<file path="src/rtl/redun_mont_seq_pkg.sv">
// Shared redundant-Montgomery definitions: field element and redundant word types,
// conversion helpers and a reference Montgomery multiply for modelling the external core.
package redun_mont_seq_pkg;

  localparam int unsigned WRD_BITS = 32;
  localparam int unsigned NUM_WRDS = 2;
  localparam int unsigned DAT_BITS = WRD_BITS * NUM_WRDS;
  localparam int unsigned RED_BITS = WRD_BITS + 1;

  typedef logic [DAT_BITS-1:0] fe_t;
  typedef logic [RED_BITS-1:0] rwrd_t;
  typedef rwrd_t [NUM_WRDS-1:0] redun0_t;

  // 2^64 - 59, prime; Montgomery radix R = 2^DAT_BITS
  localparam fe_t MODULUS = 64'hFFFF_FFFF_FFFF_FFC5;

  function automatic redun0_t to_redun(input fe_t x);
    redun0_t r;
    for (int i = 0; i < NUM_WRDS; i++) begin
      r[i] = {1'b0, x[i*WRD_BITS +: WRD_BITS]};
    end
    return r;
  endfunction

  function automatic fe_t from_redun(input redun0_t r);
    fe_t acc;
    acc = '0;
    for (int i = 0; i < NUM_WRDS; i++) begin
      acc = acc + (fe_t'(r[i]) << (i * WRD_BITS));
    end
    return acc;
  endfunction

  // Excess in the top word cannot be represented in DAT_BITS once resolved.
  function automatic logic check_overflow(input redun0_t r);
    return r[NUM_WRDS-1][WRD_BITS];
  endfunction

  // Bit-serial Montgomery product a*b*R^-1 mod MODULUS.
  function automatic fe_t mont_mul(input fe_t a, input fe_t b);
    logic [DAT_BITS+1:0] t;
    t = '0;
    for (int i = 0; i < DAT_BITS; i++) begin
      if (a[i]) t = t + {2'b00, b};
      if (t[0]) t = t + {2'b00, MODULUS};
      t = t >> 1;
    end
    if (t >= {2'b00, MODULUS}) t = t - {2'b00, MODULUS};
    return t[DAT_BITS-1:0];
  endfunction

  function automatic fe_t to_mont(input fe_t x);
    logic [DAT_BITS:0] t;
    t = {1'b0, x};
    if (t >= {1'b0, MODULUS}) t = t - {1'b0, MODULUS};
    for (int i = 0; i < DAT_BITS; i++) begin
      t = t << 1;
      if (t >= {1'b0, MODULUS}) t = t - {1'b0, MODULUS};
    end
    return t[DAT_BITS-1:0];
  endfunction

  function automatic fe_t from_mont(input fe_t x);
    return mont_mul(x, fe_t'(1));
  endfunction

endpackage

</file>
<file path="src/rtl/redun_mont_seq_resolve.sv">
// Serial carry propagator: loads a redundant operand on start, then resolves one word
// per cycle from word 0 upward; done_o marks the cycle the last word is resolved.
module redun_carry_resolve
  import redun_mont_seq_pkg::*;
(
  input  logic    clk_i,
  input  logic    rst_i,
  input  logic    start_i,
  input  redun0_t din_i,
  output logic    done_o,
  output fe_t     dout_o,
  output logic    cout_o
);

  localparam int unsigned IdxW = (NUM_WRDS > 1) ? $clog2(NUM_WRDS) : 1;
  localparam logic [IdxW-1:0] LastIdx = IdxW'(NUM_WRDS - 1);

  redun0_t           wrd_q;
  logic [IdxW-1:0]   idx_q;
  logic              busy_q;
  logic              carry_q;
  logic [WRD_BITS:0] sum;

  assign sum = wrd_q[idx_q] + {{WRD_BITS{1'b0}}, carry_q};

  always_ff @(posedge clk_i or posedge rst_i) begin
    if (rst_i) begin
      wrd_q   <= '0;
      idx_q   <= '0;
      busy_q  <= 1'b0;
      carry_q <= 1'b0;
    end else if (start_i && !busy_q) begin
      wrd_q   <= din_i;
      idx_q   <= '0;
      carry_q <= 1'b0;
      busy_q  <= 1'b1;
    end else if (busy_q) begin
      wrd_q[idx_q] <= {1'b0, sum[WRD_BITS-1:0]};
      carry_q      <= sum[WRD_BITS];
      if (idx_q == LastIdx) begin
        busy_q <= 1'b0;
      end else begin
        idx_q <= idx_q + 1'b1;
      end
    end
  end

  assign done_o = busy_q && (idx_q == LastIdx);
  assign cout_o = sum[WRD_BITS];

  // Forward the word being resolved this cycle so the consumer can latch on done_o.
  always_comb begin
    dout_o = '0;
    for (int i = 0; i < NUM_WRDS; i++) begin
      dout_o[i*WRD_BITS +: WRD_BITS] = (busy_q && idx_q == IdxW'(i)) ?
                                       sum[WRD_BITS-1:0] : wrd_q[i][WRD_BITS-1:0];
    end
  end

endmodule

</file>
<file path="src/rtl/redun_mont_seq.sv">
// Sequencer for repeated Montgomery squaring on an external core: issues the operand
// T times, then resolves the redundant result into a plain field element.
module redun_mont_seq
  import redun_mont_seq_pkg::*;
#(
  parameter int unsigned T_BITS = 64
) (
  input  logic              i_clk,
  input  logic              i_rst,
  input  fe_t               i_dat,
  input  logic [T_BITS-1:0] i_t,
  input  logic              i_val,
  output logic              o_rdy,
  output redun0_t           o_core_dat,
  output logic              o_core_val,
  input  logic              i_core_rdy,
  input  redun0_t           i_core_dat,
  input  logic              i_core_val,
  output fe_t               o_dat,
  output logic              o_val,
  input  logic              i_rdy,
  output logic [T_BITS-1:0] o_iter,
  output logic              o_ovf
);

  typedef enum logic [2:0] {
    StIdle,
    StIssue,
    StWait,
    StResolve,
    StOut
  } state_e;

  state_e            state_q;
  redun0_t           opnd_q;
  logic [T_BITS-1:0] t_q;
  logic [T_BITS-1:0] iter_q;
  logic [T_BITS-1:0] iter_inc;
  fe_t               dat_q;
  logic              rdy_q;
  logic              core_val_q;
  logic              val_q;
  logic              ovf_q;
  logic              rs_start_q;
  logic              rs_done;
  logic              rs_cout;
  fe_t               rs_dout;

  // iter_q < t_q whenever this is used, so it never wraps.
  assign iter_inc = iter_q + 1'b1;

  always_ff @(posedge i_clk or posedge i_rst) begin
    if (i_rst) begin
      state_q    <= StIdle;
      opnd_q     <= '0;
      t_q        <= '0;
      iter_q     <= '0;
      dat_q      <= '0;
      rdy_q      <= 1'b1;
      core_val_q <= 1'b0;
      val_q      <= 1'b0;
      ovf_q      <= 1'b0;
      rs_start_q <= 1'b0;
    end else begin
      rs_start_q <= 1'b0;
      unique case (state_q)
        StIdle: begin
          if (i_val && rdy_q) begin
            t_q    <= i_t;
            opnd_q <= to_redun(i_dat);
            iter_q <= '0;
            ovf_q  <= 1'b0;
            rdy_q  <= 1'b0;
            if (i_t != '0) begin
              state_q    <= StIssue;
              core_val_q <= 1'b1;
            end else begin
              state_q    <= StResolve;
              rs_start_q <= 1'b1;
            end
          end
        end
        StIssue: begin
          if (i_core_rdy) begin
            state_q    <= StWait;
            core_val_q <= 1'b0;
          end
        end
        StWait: begin
          if (i_core_val) begin
            opnd_q <= i_core_dat;
            iter_q <= iter_inc;
            ovf_q  <= ovf_q | check_overflow(i_core_dat);
            if (iter_inc < t_q) begin
              state_q    <= StIssue;
              core_val_q <= 1'b1;
            end else begin
              state_q    <= StResolve;
              rs_start_q <= 1'b1;
            end
          end
        end
        StResolve: begin
          if (rs_done) begin
            dat_q   <= rs_dout;
            ovf_q   <= ovf_q | rs_cout;
            val_q   <= 1'b1;
            state_q <= StOut;
          end
        end
        StOut: begin
          if (i_rdy) begin
            val_q   <= 1'b0;
            rdy_q   <= 1'b1;
            state_q <= StIdle;
          end
        end
        default: state_q <= StIdle;
      endcase
    end
  end

  redun_carry_resolve u_resolve (
    .clk_i   (i_clk),
    .rst_i   (i_rst),
    .start_i (rs_start_q),
    .din_i   (opnd_q),
    .done_o  (rs_done),
    .dout_o  (rs_dout),
    .cout_o  (rs_cout)
  );

  assign o_rdy      = rdy_q;
  assign o_core_dat = opnd_q;
  assign o_core_val = core_val_q;
  assign o_dat      = dat_q;
  assign o_val      = val_q;
  assign o_iter     = iter_q;
  assign o_ovf      = ovf_q;

endmodule

</file>
<file path="config.mk">
export PLATFORM = sky130hd
export DESIGN_NAME = redun_mont_seq
export DESIGN_NICKNAME = d
export VERILOG_FILES = /design/src/rtl/redun_mont_seq_pkg.sv /design/src/rtl/redun_mont_seq_resolve.sv /design/src/rtl/redun_mont_seq.sv
export SDC_FILE = /design/constraint.sdc
export NUM_CORES = 1
export LEC_CHECK = 0
export CAP_MARGIN = 20
export CORE_UTILIZATION = 52
export DETAILED_ROUTE_END_ITERATION = 7
export HOLD_SLACK_MARGIN = 0.05
export MAX_ROUTING_LAYER = met4
export PLACE_DENSITY = 0.89
export SYNTH_ARGS = -nofsm -noshare
export SYNTH_HDL_FRONTEND = slang
export SYNTH_SLANG_ARGS = --single-unit
</file>
<file path="constraint.sdc">
create_clock -name i_clk -period 15.35 [get_ports i_clk]
set_input_delay 3.07 -clock i_clk [delete_from_list [all_inputs] [get_ports i_clk]]
set_output_delay 3.07 -clock i_clk [all_outputs]
set_load 0.005 [all_outputs]
</file>
==> impl_metrics.json, run 1 <==
{
  "final_nets": 2647,
  "ir_drop_v": 0.0000997,
  "grt_start_max_net_pins": 138,
  "synthesis.area_sq_mm": 0.0183,
  "vias_per_cell": 6.05,
  "rsz0062_at_grt": "no",
  "syn_nets": 2317,
  "holdWs_ps": 472,
  "numClockSinks": 335,
  "hold_end": "o_dat[26]",
  "path_class": "input port to flip-flop",
  "htree_levels": 2,
  "synth-edff-count": 0,
  "cts_root_buf": "clkbuf_16",
  "status": "complete, no violations",
  "grt_antenna_before_repair": 0,
  "route.vias.total": 17303,
  "powerDensity_mw_per_mm2": 159,
  "skew_ps": 36.0,
  "crit_path_end_kind": "flip-flop",
  "r2r_end": "state_q[1]",
  "ios": 398,
  "drv_slew": 0,
  "start_kind": "input port",
  "yosys.area.top_type": "dfrtp_1",
  "dr.first_iter.drc_count": 1626,
  "r2r_setup_slack_ps": 10020,
  "cts_buffers": 37,
  "cts_tree": "yes",
  "die_w_um": 190,
  "post_cts_buffers": 0,
  "place.gp.congestion": 0.930,
  "yosys_warnings": 0,
  "io_buffers": 397,
  "max_freq_ghz": 0.183,
  "clockBufferDepth": 3,
  "final_common_cell": "nand2_1",
  "drt_pass1_iterations": 6,
  "drc_errors": 0,
  "cp_slowest_cell": "buf_4",
  "crit_family": "buffers and inverters",
  "die_h_um": 190,
  "wl_per_cell_um": 20.7,
  "reg2regPathDepth": 14,
  "syn2layout_area_growth_pct": 29.9,
  "hold_path_class": "flip-flop to flip-flop",
  "critPathMaxFanout": 128,
  "synth_seq_cells": 335,
  "reg2reg_from": "o_iter[9]",
  "cts-hold-fix-buffers": 0,
  "clk_latency_ps": 530,
  "synth_top_area_share_pct": 45.6,
  "mostFrequentLayoutCells": "nand2_1 (417), clkdlybuf4s50_1 (397), dfrtp_1 (331)",
  "instances_no_fill": 2861,
  "dp_hpwl_um": 41400,
  "die_area_sq_mm": 0.0360,
  "cts.clk_slew.worst_paths_ps": 60,
  "hp-start": "o_dat[26]",
  "grt_overflow": 0,
  "synth_seq_area_share_pct": 45.7,
  "num_antenna_cells": 0,
  "cts.repair.resized": 0,
  "wirelength_um": 59300,
  "max_stage_delay_ps": 820,
  "crit_buf_inv": 2,
  "ant_nets": 0,
  "setup-tns-final_ps": 0,
  "min_period_ps": 5460,
  "avgSynthCellArea_sq_um": 8.94,
  "first_global_vias": 16798,
  "synth-main-ff-cell": "dfrtp_1",
  "timing_hold_violations_final": 0,
  "synthesis.instances": 2051,
  "hold_depth": 2,
  "setup_viol": 0,
  "period_share_pct": 35.6,
  "cp.required_ps": 15750,
  "cp.arrival_ps": 5860,
  "synth_area_leaders": "dfrtp_1 (46%), nand2_1 (8.6%), o21ai_0 (6.8%)",
  "grt_pass1_wl_um": 91400,
  "cap_violations": 0,
  "floorplan.initialDensity_pct": 53.0,
  "max-slew-margin-rel_pct": 25.9,
  "worstMarginPinSlew_ps": 1110,
  "drive_gt1_share_pct": 4.66,
  "row_count": 68,
  "grtUsageTotal_pct": 33.4,
  "async_flop_share_pct": 100,
  "dp_cells": 2797,
  "ys_types": 65,
  "core_sq_mm": 0.0346,
  "setup.worst_path.start": "i_val",
  "power.leakage_nw": 10.2,
  "cp_cell_sequence": "clkdlybuf4s50_1 > nand2_1 > o21ai_0 > nand2_4 > nor2_4 > buf_4 > mux2_2"
}
cell type report:
cell class	instances	area, sq um
Clock inverter	11	200
Fill cell	2517	10800
Inverter	79	304
Multi-Input combinational cell	1513	9160
Clock buffer	53	1100
Timing Repair Buffer	415	4110
Tap cell	455	569
Sequential cell	335	8390
report_power, final:
part           internal [mW]  leakage [nW]  switching (mW)
registers               1.17          4.30           0.294
logic                  0.630          5.30           0.750
clock network          0.581         0.630           0.367
total                   2.39          10.2            1.41
per-stage QoR:
stage / utilization, % / power (mW) / instance area (sq um) / setup WS, ps
after global placement: 65.0 / 2.73 / 22500 / 9410
after CTS: 68.8 / 3.78 / 23800 / 9950
after floorplan: - / 2.19 / 18300 / 3000
after global routing: 68.8 / 3.99 / 23800 / 9590
after detailed placement: 65.0 / 2.81 / 22500 / 9410
final: 68.8 / 3.80 / 23800 / 9890
flip-flops by register name, summed over array words and instances (netlist names), 3 cells and up:
register	count
state_q	3
o_dat	64
t_q	64
o_iter	64
o_core_dat	66
u_resolve.wrd_q	66
cells by family after synthesis:
| family | count (synthesis) | share of synthesized area (%) |
|---|---|---|
| buffers and inverters | 203 | 4.54 |
| muxes | 89 | 4.89 |
| DFF | 335 | 45.7 |
| adders and majority gates | 66 | 4.50 |
| and+or+nand+nor | 755 | 19.3 |
| xor gates and xnor gates | 119 | 5.68 |
| AOI/OAI and AO/OA | 484 | 15.4 |
worst max-delay path by stage:
stage                                to  slack, ps  cells after the start
after global placement           t_q[0]       9410                      7
after detailed placement         t_q[0]       9410                      7
after floorplan           o_core_dat[0]       3000                      1
final                            t_q[0]       9890                      7
after CTS                        t_q[0]       9950                      7
after global routing         state_q[1]       9590                     14
worst reg2reg max path: stages, from the launching register on:
cell,delay [ps]
dfrtp_1,550
nand4_1,210
nor3_2,670
nand3_1,510
nor3_2,610
and3_1,270
xor2_1,270
ha_1,310
a21oi_1,140
o21ai_0,140
a221oi_1,320
o2111ai_1,200
a21o_1,190
a311oi_1,610
o21ai_0,190
Yosys cell counts (all sizes together) (3+ instances only):
master / instances
inv: 79
a311oi: 3
and4: 10
and2: 9
o31ai: 18
dfrtp: 334
o311ai: 7
or2: 3
and3: 18
xnor2: 72
nand4: 44
nor4: 30
o41ai: 4
clkbuf: 91
o22ai: 16
buf: 33
a21oi: 92
a31oi: 17
o211ai: 11
nand3: 67
nor2: 87
a21o: 7
ha: 66
a221oi: 4
o21ai: 249
mux2: 5
nor2b: 30
or3: 10
nand2: 418
xor2: 47
nand2b: 3
a22o: 17
mux2i: 84
nor3: 17
a211oi: 26
nand3b: 7
per-layer routing:
layer / GRT usage [%] / wire length, um / up-vias
li1: - / - / 7790
met1: 40.8 / 22400 / 8384
met2: 54.5 / 28800 / 955
met3: 5.26 / 5270 / 174
met4: 15.2 / 2810 / 0
met5: - / 0 / -
No activity file was read; power rests on OpenSTA's default activity.
==> run 2, diff against run 1 <==
Clock period 15.35 ns to 5.23 ns, I/O delays scaled along.
==> impl_metrics.json, run 2 (same netlist as run 1, synthesis figures left out) <==
{
  "die_h_um": 190,
  "setup.worst_path.start": "o_iter[5]",
  "powerDensity_mw_per_mm2": 464,
  "die_area_sq_mm": 0.0360,
  "worstMarginPinSlew_ps": 946,
  "grtUsageTotal_pct": 33.7,
  "wirelength_um": 59300,
  "cts.clk_slew.worst_paths_ps": 60,
  "htree_levels": 2,
  "floorplan.initialDensity_pct": 53.0,
  "cts_tree": "yes",
  "place.gp.congestion": 0.943,
  "first_global_vias": 16836,
  "max-slew-margin-rel_pct": 36.8,
  "r2r_end": "o_core_val",
  "numClockSinks": 335,
  "cp_cell_sequence": "nand4_1 > nor3_1 > nand3_1 > nor3_2 > and3_1 > xor2_1 > ha_1 > a21oi_1 > o21ai_0 > a221oi_1 > o2111ai_1 > a21o_1 > a311oi_1 > a2bb2oi_1",
  "route.vias.total": 17337,
  "die_w_um": 190,
  "clockBufferDepth": 3,
  "grt_use_met1_pct": 42.6,
  "post_dp_cell_area_sq_mm": 0.0226,
  "drive_gt1_share_pct": 4.92,
  "io_buffers": 397,
  "path_class": "flip-flop to flip-flop",
  "drc_errors": 0,
  "holdWs_ps": 473,
  "cts.repair.resized": 0,
  "cp_slowest_cell": "nor3_2",
  "clk_latency_ps": 540,
  "power.total_mw": 11.1,
  "setup_viol": 0,
  "grt_overflow": 0,
  "cts_buffers": 38,
  "status": "complete, no violations",
  "fillers": 2513,
  "timing_hold_violations_final": 0,
  "hp-start": "o_dat[28]",
  "post_cts_buffers": 0,
  "final_common_cell": "nand2_1",
  "r2r_setup_slack_ps": 640,
  "met3_usage_pct": 6.57,
  "dr.first_iter.drc_count": 1667,
  "cp.required_ps": 5670,
  "max_stage_delay_ps": 600,
  "cts_root_buf": "clkbuf_16",
  "top_usage_layer": "met2",
  "ir_drop_v": 0.000325,
  "start_kind": "flip-flop",
  "vias_per_cell": 6.03,
  "grt_start_max_net_pins": 116,
  "hold_path_class": "flip-flop to flip-flop",
  "reg2regPathDepth": 14,
  "fin_util_pct": 69.0,
  "drt_pass1_iterations": 6,
  "skew_ps": 26.0,
  "syn2layout_area_growth_pct": 30.3,
  "min_period_ps": 4590,
  "rsz0062_at_grt": "no",
  "cp.arrival_ps": 5040,
  "dp_hpwl_um": 42600,
  "cts-hold-fix-buffers": 0,
  "period_share_pct": 87.8,
  "ios": 398,
  "hold_end": "o_dat[28]",
  "mostFrequentLayoutCells": "nand2_1 (417), clkdlybuf4s50_1 (397), dfrtp_1 (331)",
  "max_freq_ghz": 0.218,
  "cap_violations": 0,
  "grt_pass1_wl_um": 92400,
  "grt_antenna_before_repair": 2,
  "final_nets": 2655,
  "hold_depth": 2,
  "critPathMaxFanout": 8,
  "stdcell_area_sq_mm": 0.0239,
  "wl_per_cell_um": 20.6,
  "reg2reg_from": "o_iter[5]",
  "core_sq_mm": 0.0346,
  "grt_use_met2_pct": 54.2,
  "drv_slew": 0,
  "ant_nets": 0,
  "crit_path_end_kind": "flip-flop",
  "row_count": 68,
  "power.leakage_nw": 10.3
}
[run 2: final cells by class]
type,instances,area (sq um),area share [%]
multi-input combinational,1513,9160,38.3
sequential,335,8390,35.1
timing repair buffer,422,4210,17.6
clock buffer,54,1090,4.58
tap,455,569,2.38
inverter,79,300,1.26
clock inverter,14,183,0.764
antenna,2,5.00,0.0209
[run 2: power breakdown]
part	switching (mW)	total (mW)	leakage [nW]	internal, mW
clock network	1.11	2.72	0.620	1.62
logic	2.15	4.01	5.35	1.86
registers	0.896	4.34	4.30	3.45
total	4.15	11.1	10.3	6.93
[run 2: metrics by stage]
| step | worst slack [ps] | setup TNS [ps] | instances |
|---|---|---|---|
| 2_1_floorplan | -292 | -97460 | 2051 |
| 3_3_place_gp | 843 | 0 | 2803 |
| 3_5_place_dp | 674 | 0 | 2803 |
| 4_1_cts | 657 | 0 | 2871 |
| 5_1_grt | 258 | 0 | 2874 |
| 6_report | 638 | 0 | 2874 |
[run 2: per-layer routing]
layer,vias to the layer above,part of all wire [%]
met4,0,3.8
met3,177,8.8
met1,8442,39
met2,899,48
met5,-,0
li1,7819,-
[run 2: critical path: cells and delay by family, from the launching register on]
kind            cells  cell delay [ps]
fa+ha+maj           1              280
xor+xnor            1              200
flops               1              450
simple gates        5             2090
compound gates      7             1460
[run 2: worst max path at each step]
stage	to	slack (ps)
6_report	o_core_val	640
5_1_grt	state_q[1]	260
4_1_cts	state_q[1]	660
3_5_place_dp	o_core_val	670
3_3_place_gp	state_q[1]	840
2_1_floorplan	o_core_dat[0]	-290
